`config.mk`:
```
export PLATFORM = sky130hd
export DESIGN_NAME = dec_pipe_n
export DESIGN_NICKNAME = d
export VERILOG_FILES = /design/src/rtl/dec_pipe_pkg.sv /design/src/rtl/dec_pipe_n_core.sv /design/src/rtl/dec_pipe_n.sv
export SDC_FILE = /design/constraint.sdc
export NUM_CORES = 1
export LEC_CHECK = 0
export ABC_AREA = 0
export CAP_MARGIN = 15
export CORE_UTILIZATION = 35
export DETAILED_ROUTE_END_ITERATION = 10
export SLEW_MARGIN = 20
export SYNTH_ARGS = -nofsm -noshare
export SYNTH_HDL_FRONTEND = slang
export SYNTH_SLANG_ARGS = --single-unit
```
`constraint.sdc`:
```
create_clock -name clk -period 1.4 [get_ports clk]
set_input_delay 0.14 -clock clk [delete_from_list [all_inputs] [get_ports clk]]
set_output_delay 0.14 -clock clk [all_outputs]
set_load 0.02 [all_outputs]
```
`src/rtl/dec_pipe_pkg.sv`:
```
// -----------------------------------------------------------------------------
// dec_pipe_pkg
//   Shared types and the reference decode function for the dec_pipe_n
//   streaming line decoder.
//
//   Contents:
//     state_t       flow-control state of the two-entry output buffer
//     dec_res_t     decode result: err flag plus lines, sized for the widest
//                   supported decoder (DEC_MAX_OUT lines)
//     decode_lines  code -> {err, lines} for a given line count, polarity and
//                   bit ordering
//
//   Supported range: IN_W up to DEC_MAX_IN_W, so NUM_OUT up to DEC_MAX_OUT.
// -----------------------------------------------------------------------------
package dec_pipe_pkg;

    localparam int unsigned DEC_MAX_IN_W = 8;
    localparam int unsigned DEC_MAX_OUT  = 2 ** DEC_MAX_IN_W;

    typedef enum logic [1:0] {
        ST_EMPTY = 2'd0,
        ST_ONE   = 2'd1,
        ST_TWO   = 2'd2
    } state_t;

    typedef struct packed {
        logic                   err;
        logic [DEC_MAX_OUT-1:0] lines;
    } dec_res_t;

    // Lines above num_out carry no meaning; callers keep only the low
    // num_out bits.  An out-of-range code leaves every line inactive.
    function automatic dec_res_t decode_lines(
        input int unsigned code,
        input int unsigned num_out,
        input bit          active_low,
        input bit          reverse
    );
        dec_res_t                r;
        logic [DEC_MAX_IN_W-1:0] idx;
        r.lines = '0;
        r.err   = 1'b0;
        idx     = '0;
        if (code < num_out) begin
            idx          = DEC_MAX_IN_W'(reverse ? (num_out - 1 - code) : code);
            r.lines[idx] = 1'b1;
        end else begin
            r.err = 1'b1;
        end
        if (active_low) begin
            r.lines = ~r.lines;
        end
        return r;
    endfunction

endpackage

```
`src/rtl/dec_pipe_n_core.sv`:
```
// -----------------------------------------------------------------------------
// dec_core
//   Purely combinational code -> {lines, err} decoder.  A single instance in
//   dec_pipe_n feeds both the output register and the skid register.
//
//   Parameters: IN_W, NUM_OUT (2..2**IN_W), ACTIVE_LOW, REVERSE
//
//   Ports:
//     i_code   in   IN_W     code to decode
//     o_lines  out  NUM_OUT  decoded lines (one active, or none if out of range)
//     o_err    out  1        code >= NUM_OUT
// -----------------------------------------------------------------------------
module dec_core
    import dec_pipe_pkg::*;
#(
    parameter int unsigned IN_W       = 3,
    parameter int unsigned NUM_OUT    = 2 ** IN_W,
    parameter bit          ACTIVE_LOW = 1'b1,
    parameter bit          REVERSE    = 1'b1
) (
    input  logic [IN_W-1:0]    i_code,
    output logic [NUM_OUT-1:0] o_lines,
    output logic               o_err
);

    // Narrow the package's maximum-width result to this decoder's line count.
    function automatic logic [NUM_OUT:0] decode_fit(input logic [IN_W-1:0] code);
        dec_res_t r;
        r = decode_lines(32'(code), NUM_OUT, ACTIVE_LOW, REVERSE);
        return {r.err, r.lines[NUM_OUT-1:0]};
    endfunction

    assign {o_err, o_lines} = decode_fit(i_code);

endmodule

```
`src/rtl/dec_pipe_n.sv`:
```
// -----------------------------------------------------------------------------
// dec_pipe_n
//   Registered N-to-M line decoder with valid/ready flow control and a
//   two-entry (output + skid) buffer, sustaining one beat per cycle while the
//   consumer is ready.  Latency is one cycle from input to output transfer.
//
//   Parameters:
//     IN_W        width of the input code
//     NUM_OUT     number of output lines, 2..2**IN_W
//     ACTIVE_LOW  1: selected line low, others high; 0: one-hot high
//     REVERSE     1: code c selects bit NUM_OUT-1-c; 0: code c selects bit c
//
//   Ports:
//     clk        in   1        rising-edge clock
//     rst_n      in   1        asynchronous active-low reset
//     in_code    in   IN_W     code to decode
//     in_valid   in   1        in_code is valid
//     in_ready   out  1        block can accept a code (registered, state only)
//     out_lines  out  NUM_OUT  decoded lines, all inactive while out_valid=0
//     out_err    out  1        current beat came from a code >= NUM_OUT
//     out_valid  out  1        out_lines/out_err carry a beat
//     out_ready  in   1        downstream accepts the beat
//
//   Optional build macro DEC_PIPE_STATS_EN adds:
//     stat_clr    in   1   synchronous clear of both counters (wins over a beat)
//     stat_beats  out  16  saturating count of output transfers
//     stat_errs   out  16  saturating count of output transfers with out_err=1
// -----------------------------------------------------------------------------
module dec_pipe_n
    import dec_pipe_pkg::*;
#(
    parameter int unsigned IN_W       = 3,
    parameter int unsigned NUM_OUT    = 2 ** IN_W,
    parameter bit          ACTIVE_LOW = 1'b1,
    parameter bit          REVERSE    = 1'b1
) (
    input  logic               clk,
    input  logic               rst_n,
    input  logic [IN_W-1:0]    in_code,
    input  logic               in_valid,
    output logic               in_ready,
    output logic [NUM_OUT-1:0] out_lines,
    output logic               out_err,
    output logic               out_valid,
    input  logic               out_ready
`ifdef DEC_PIPE_STATS_EN
    ,
    input  logic               stat_clr,
    output logic [15:0]        stat_beats,
    output logic [15:0]        stat_errs
`endif
);

    localparam logic [NUM_OUT-1:0] LINES_IDLE =
        ACTIVE_LOW ? {NUM_OUT{1'b1}} : {NUM_OUT{1'b0}};

    state_t               r_state;
    logic                 r_in_ready;
    logic                 r_out_valid;
    logic [NUM_OUT-1:0]   r_out_lines;
    logic                 r_out_err;
    logic [NUM_OUT-1:0]   r_skid_lines;
    logic                 r_skid_err;

    logic                 w_in_xfer;
    logic                 w_out_xfer;
    logic [NUM_OUT-1:0]   w_dec_lines;
    logic                 w_dec_err;

    assign w_in_xfer  = in_valid & r_in_ready;
    assign w_out_xfer = r_out_valid & out_ready;

    dec_core #(
        .IN_W       (IN_W),
        .NUM_OUT    (NUM_OUT),
        .ACTIVE_LOW (ACTIVE_LOW),
        .REVERSE    (REVERSE)
    ) u_core (
        .i_code  (in_code),
        .o_lines (w_dec_lines),
        .o_err   (w_dec_err)
    );

    // Stage boundary: input code -> output register / skid register.
    // in_ready and out_valid are registered alongside the state so that no
    // combinational path runs from out_ready to in_ready.
    always_ff @(posedge clk or negedge rst_n) begin
        if (!rst_n) begin
            r_state      <= ST_EMPTY;
            r_in_ready   <= 1'b1;
            r_out_valid  <= 1'b0;
            r_out_lines  <= LINES_IDLE;
            r_out_err    <= 1'b0;
            r_skid_lines <= LINES_IDLE;
            r_skid_err   <= 1'b0;
        end else begin
            case (r_state)
                ST_EMPTY: begin
                    if (w_in_xfer) begin
                        r_out_lines <= w_dec_lines;
                        r_out_err   <= w_dec_err;
                        r_out_valid <= 1'b1;
                        r_state     <= ST_ONE;
                    end
                end
                ST_ONE: begin
                    if (w_in_xfer && w_out_xfer) begin
                        r_out_lines <= w_dec_lines;
                        r_out_err   <= w_dec_err;
                    end else if (w_in_xfer) begin
                        // Consumer stalled: park the new beat, stop accepting.
                        r_skid_lines <= w_dec_lines;
                        r_skid_err   <= w_dec_err;
                        r_in_ready   <= 1'b0;
                        r_state      <= ST_TWO;
                    end else if (w_out_xfer) begin
                        // Blank the lines so no stale beat is visible while empty.
                        r_out_lines <= LINES_IDLE;
                        r_out_err   <= 1'b0;
                        r_out_valid <= 1'b0;
                        r_state     <= ST_EMPTY;
                    end
                end
                ST_TWO: begin
                    if (w_out_xfer) begin
                        r_out_lines  <= r_skid_lines;
                        r_out_err    <= r_skid_err;
                        r_skid_lines <= LINES_IDLE;
                        r_skid_err   <= 1'b0;
                        r_in_ready   <= 1'b1;
                        r_state      <= ST_ONE;
                    end
                end
                default: begin
                    r_state      <= ST_EMPTY;
                    r_in_ready   <= 1'b1;
                    r_out_valid  <= 1'b0;
                    r_out_lines  <= LINES_IDLE;
                    r_out_err    <= 1'b0;
                    r_skid_lines <= LINES_IDLE;
                    r_skid_err   <= 1'b0;
                end
            endcase
        end
    end

    assign in_ready  = r_in_ready;
    assign out_valid = r_out_valid;
    assign out_lines = r_out_lines;
    assign out_err   = r_out_err;

`ifdef DEC_PIPE_STATS_EN
    logic [15:0] r_stat_beats;
    logic [15:0] r_stat_errs;

    function automatic logic [15:0] sat_inc16(input logic [15:0] v);
        return (v == 16'hFFFF) ? v : (v + 16'd1);
    endfunction

    // Stage boundary: output transfer -> statistics counters.
    always_ff @(posedge clk or negedge rst_n) begin
        if (!rst_n) begin
            r_stat_beats <= '0;
            r_stat_errs  <= '0;
        end else if (stat_clr) begin
            r_stat_beats <= '0;
            r_stat_errs  <= '0;
        end else if (w_out_xfer) begin
            r_stat_beats <= sat_inc16(r_stat_beats);
            if (r_out_err) begin
                r_stat_errs <= sat_inc16(r_stat_errs);
            end
        end
    end

    assign stat_beats = r_stat_beats;
    assign stat_errs  = r_stat_errs;
`endif

endmodule

```
Word-level counts from Yosys, hierarchy flattened. Index checks and enable logic that the tools add are counted.

Flip-flop bits (word level): 22. Input port bits: 7. Output and inout bits: 11. Logic and storage cells: 62.

Add/sub/neg operators: 1. Magnitude comparators: 2. Equal/unequal tests: 11. Mux-type cells: 29. Bitwise operators: 5. Reductions and logical operators: 7.

Operators with widths (number): 2-to-1 mux 8 bit (6); case mux 8 bit (3 select lines) (2); inequality test 2 bit, second input constant (6); case mux 1 bit (3 select lines) (4); AND reduction 4 bit (3); 2-to-1 mux 1 bit (10); 2-to-1 mux 2 bit (5); < comparator 8 x 9 -> 1 bit, second input constant (1); inequality test 3 bit, second input constant (3); demux 1 bit (select 8 bit) (1); greater-or-equal comparator 8 x 1 -> 1 bit, second input constant (1); NOT 8 bit (1); case mux 2 bit (3 select lines) (1); AND reduction 5 bit (1); subtractor 3 x 3 -> 4 bit, first input constant (1); bitwise AND 1 bit (2); == test 2 x 1 -> 1 bit, second input constant (1); == test 2 bit, second input constant (1); logical AND 1 bit (2); zero test 2 bit (1); NOT 1 bit (2).

Logic depth before layout (Yosys ltp).
Depth in word-level cells: 9. Gate-level depth with buffers: 5. Depth with buffers taken out: 4.

Cells and area by module. A second synthesis with hierarchy kept.

Cell total of the unflattened synthesis: 115. Area total of the unflattened synthesis: 1265.0 um^2.

By module, submodules not included: dec_pipe_n (instances 1, cells each 105, area each 1193.6 um^2, seq. area each 571.8 um^2); dec_core (instances 1, cells each 10, area each 71.3 um^2, seq. area each 0.0 um^2).

Worst setup path before layout. Ideal clock, no wire load.

Kind: register to register. From: register r_out_valid (netlist: out_valid). To: register r_out_lines[2] (netlist: out_lines[2]). Setup time: 82 ps. Arrival: 1433 ps. Required time: 1318 ps. Path slack: -116 ps. Cell stages (with the launch flop): 5. Path buffers: 0. Period minus slack after synthesis: 1516 ps. Cells stage by stage: dfrtp_1 nand2_2 and2_4 o31ai_4 mux2_4.

Word-level cells in the longest chain between the ends: 4. Elaborated cells between the ends (all ways): 8. Those cells by class: eq/ne: 3; mux: 2; bitwise: 1; reduce/logical: 2.

RTL lines: start: declaration (line dec_pipe_n.sv:59) `logic r_out_valid;`; start signal: assignment (line dec_pipe_n.sv:91) `r_out_valid <= 1'b0;`; start signal: assignment (line dec_pipe_n.sv:102) `r_out_valid <= 1'b1;`; start signal: assignment (line dec_pipe_n.sv:120) `r_out_valid <= 1'b0;`; bitwise AND 1 bit (*) (line dec_pipe_n.sv:71) `assign w_out_xfer = r_out_valid & out_ready;`; logical AND 1 bit (line dec_pipe_n.sv:107) `if (w_in_xfer && w_out_xfer) begin`; inequality test 3 bit (no source line) / 2-to-1 mux 8 bit (equally long branches); AND reduction 4 bit (no source line) / case mux 8 bit (3 select lines) (equally long branches); end signal: assignment (line dec_pipe_n.sv:100) `r_out_lines <= w_dec_lines;`; end signal: assignment (line dec_pipe_n.sv:108) `r_out_lines <= w_dec_lines;`; end signal: assignment (line dec_pipe_n.sv:126) `r_out_lines <= r_skid_lines;`; end: declaration (line dec_pipe_n.sv:60) `logic [NUM_OUT-1:0] r_out_lines;`.

Every way passes the cells marked *; elsewhere a longest branch is shown, timed or not. A chain may end at the register's enable or synchronous reset.

Worst setup path in the final report.
From: register r_in_ready (netlist: in_ready). To: register r_out_lines[1] (netlist: out_lines[1]).

Word-level cells in the longest chain between the ends: 4. Elaborated cells between the ends (all ways): 8. Those cells by class: eq/ne: 3; mux: 2; bitwise: 1; reduce/logical: 2.

RTL lines: start: declaration (line dec_pipe_n.sv:58) `logic r_in_ready;`; start signal: assignment (line dec_pipe_n.sv:90) `r_in_ready <= 1'b1;`; start signal: assignment (line dec_pipe_n.sv:114) `r_in_ready <= 1'b0;`; start signal: assignment (line dec_pipe_n.sv:130) `r_in_ready <= 1'b1;`; bitwise AND 1 bit (*) (line dec_pipe_n.sv:70) `assign w_in_xfer = in_valid & r_in_ready;`; logical AND 1 bit (line dec_pipe_n.sv:107); inequality test 3 bit (no source line) / 2-to-1 mux 8 bit (equally long branches); AND reduction 4 bit (no source line) / case mux 8 bit (3 select lines) (equally long branches).

Marked as above.

==> impl_metrics.tcl <==
set metrics [dict create \
    grt_max_degree 21 \
    syn_area_um2 1100 \
    grt_pass1_wl_um 4020 \
    rows 20 \
    synthDistinctLibCells 33 \
    numPortBuffers 16 \
    slew_violations 0 \
    dp_cells 176 \
    gr-total-overflow 0 \
    hp-class "in -> async" \
    vias 864 \
    rsz0062_at_grt "yes" \
    die_y_um 58.2 \
    ant_nets 0 \
    cts_tree "built" \
    critical_path.endpoint_type "flip-flop" \
    maxCapViolCount 0 \
    nets 145 \
    intPower_uw 775 \
    syn-num-nets 106 \
    p_clk_share_pct 33.4 \
    leakagePower_nw 0.639 \
    core_um2 3030 \
    design.die.area_um2 3380 \
    final-hold-violation-count 0 \
    violations "design-rule violations, negative setup slack" \
    swShare_pct 21.1 \
    multi_input_area_um2 551 \
    drt_iter0_drc 35 \
    initial_utilization_pct 36.4 \
    critPathLaunch "in_ready" \
    yosys_warnings 0 \
    numClockSinks 20 \
    yosysMostFrequentCell "dfstp_2" \
    r2r-start "in_ready" \
    seq_power_share_pct 59.1 \
    crit_path_max_fanout 6 \
    max_freq_mhz 667 \
    fin_crit_sh_pct 107 \
    cts_root_buffer "clkbuf_4" \
    grtUsageMet3_pct 4.91 \
    io_pins 18 \
    worstPathArrival_ns 1.73 \
    path_class "reg -> reg" \
    dp_hpwl_um 1850 \
    track_usage_pct 15.9 \
    crit_end "out_lines[1]" \
    async_flop_share_pct 100 \
    seq_area_frac_synth_pct 47.3 \
    ir_drop_mv 0.608 \
    routedWlPerCell_um 13.5 \
    reg2reg_slack_ns -0.1 \
    netlist_top_cells_count "17 x dfstp_2, 9 x mux2_4, 9 x nand2_1" \
    drive_above_1_share_pct 47.4 \
    drc 1 \
    antenna_found_initial 0 \
    antenna_cells 0 \
    p_per_area_nw_per_um2 650 \
    use_met1_pct 21.5 \
    skew_ns 0.0106 \
    place.gp.congestion 0.901 \
    final_cells 181 \
    worstSkewPairLatency_ns 0.30 \
    power.switching_uw 208 \
    synth.area.top_cells "dfstp_2 40%, mux2_4 12%, dfrtp_1 6.8%" \
    post-place-ws_ns -0.263 \
    synth.largest_area_cell "dfstp_2" \
    wirelength_um 2450 \
    cts_htree_levels 1 \
    clk_pin_slew_ns 0.11 \
    worstPathRequired_ns 1.63 \
    die_x_um 58.2 \
    grt.busiest_layer "met2" \
    use_met2_pct 24.6 \
    worst-r2r-cell-count 4 \
    combPwrFrac_pct 7.6 \
    synth_seq_cells 20 \
    r2r_end "out_lines[1]" \
    crit_path_start_kind "flip-flop" \
    area_growth_pct 37.0 \
    syn_inst 99 \
    clock_path_buffers 2 \
    synth_flop_cell "dfstp_2" \
    cts_buffers 3 \
    finalCriticalPeriod_ns 1.50 \
    grt_pass1_vias 880 \
    status "finished with violations" \
    dr.pass1.iters 7 \
    via_per_inst 4.77 \
    fill_cells 285 \
    seq_area_um2 523 \
    synth_edf_count 0 \
    layout_setup_ws_ns -0.0991 \
    yosysTopAreaCellShare_pct 40.5 \
    syn-mean-instance-area_um2 11.1 \
    setup_viol 17 \
]
-- routing by layer --
metal	vias up	share of wire, %
met4	0	0.53
met5	-	0
met2	15	46
li1	432	-
met3	2	2.6
met1	415	50
-- layout by cell type (no fill, tap or decap), types with 4 or more instances in the layout --
master	count
a21oi_1	5
a32oi_1	4
buf_4	20
clkdlybuf4s50_1	6
dfstp_2	17
dlygate4sd2_1	10
inv_1	4
mux2_4	9
nand2_1	7
nor2_1	4
nor2b_1	8
o22a_1	8
-- sequential cells by signal (all words and copies together), names as in the netlist --
register	cells
r_state	2
out_valid	1
r_skid_lines	8
in_ready	1
out_lines	8
-- worst min path at each step --
stage / startpoint / end / slack (ns) / cells past startpoint
final: rst_n / r_state[0] / 0.18 / 2
after global routing: rst_n / r_state[1] / 0.18 / 2
after CTS: rst_n / r_state[1] / 0.17 / 2
after detailed placement: rst_n / r_state[1] / 0.50 / 2
after global placement: in_ready / in_ready / 0.49 / 2
after floorplan: rst_n / out_valid / -0.16 / 0
-- critical path, stage by stage, from the launching register on --
cell	delay [ns]
dfstp_2	0.61
nand4_1	0.14
a211oi_2	0.34
a32oi_1	0.17
o22a_1	0.18
-- through the flow --
| stage | total power [mW] | hold slack [ns] | instance area (um^2) | TNS [ns] | utilization [%] |
|---|---|---|---|---|---|
| final | 0.982 | 0.175 | 1510 | -0.756 | 49.9 |
| after floorplan | 0.605 | -0.156 | 1110 | -0.383 | - |
| after detailed placement | 0.660 | 0.504 | 1460 | -4.11 | 48.1 |
| after global placement | 0.659 | 0.495 | 1460 | -4.07 | 48.1 |
| after global routing | 1.02 | 0.176 | 1510 | -1.46 | 49.9 |
| after CTS | 0.991 | 0.173 | 1500 | -0.606 | 49.6 |
-- cells by family (layout without fill, tap and decap cells) --
family                 after synthesis  count (layout)  synth area share [%]
AOI/OAI and AO/OA                   27              27                  20.1
buffers and inverters                9              47                  4.31
DFF                                 20              20                  47.3
muxes                                9               9                  12.2
other                                1               1                 0.340
and+or+nand+nor                     33              33                  15.8
-- timing repair --
action,CTS,global route
setup buffers,1,0
endpoints found under the setup margin,26,19
gates resized for setup,14,4
pin swaps,2,1
hold buffers,0,0
-- area by class of cell --
class	count	share of cell area (%)
inverters	4	0.993
well taps	44	3.64
repair buffers	39	21.9
multi-input cells	70	36.4
clock buffers	4	2.40
flip-flops and latches	20	34.6
-- power groups by stage --
stage / combinational, mW / clock (mW) / sequential, mW
after global routing: 0.0802 / 0.363 / 0.580
after global placement: 0.0697 / 0 / 0.589
final: 0.0743 / 0.328 / 0.580
after detailed placement: 0.0705 / 0 / 0.589
after floorplan: 0.0160 / 0 / 0.589
after CTS: 0.0736 / 0.337 / 0.580
Note: power is estimated with default switching activity, not from simulation.
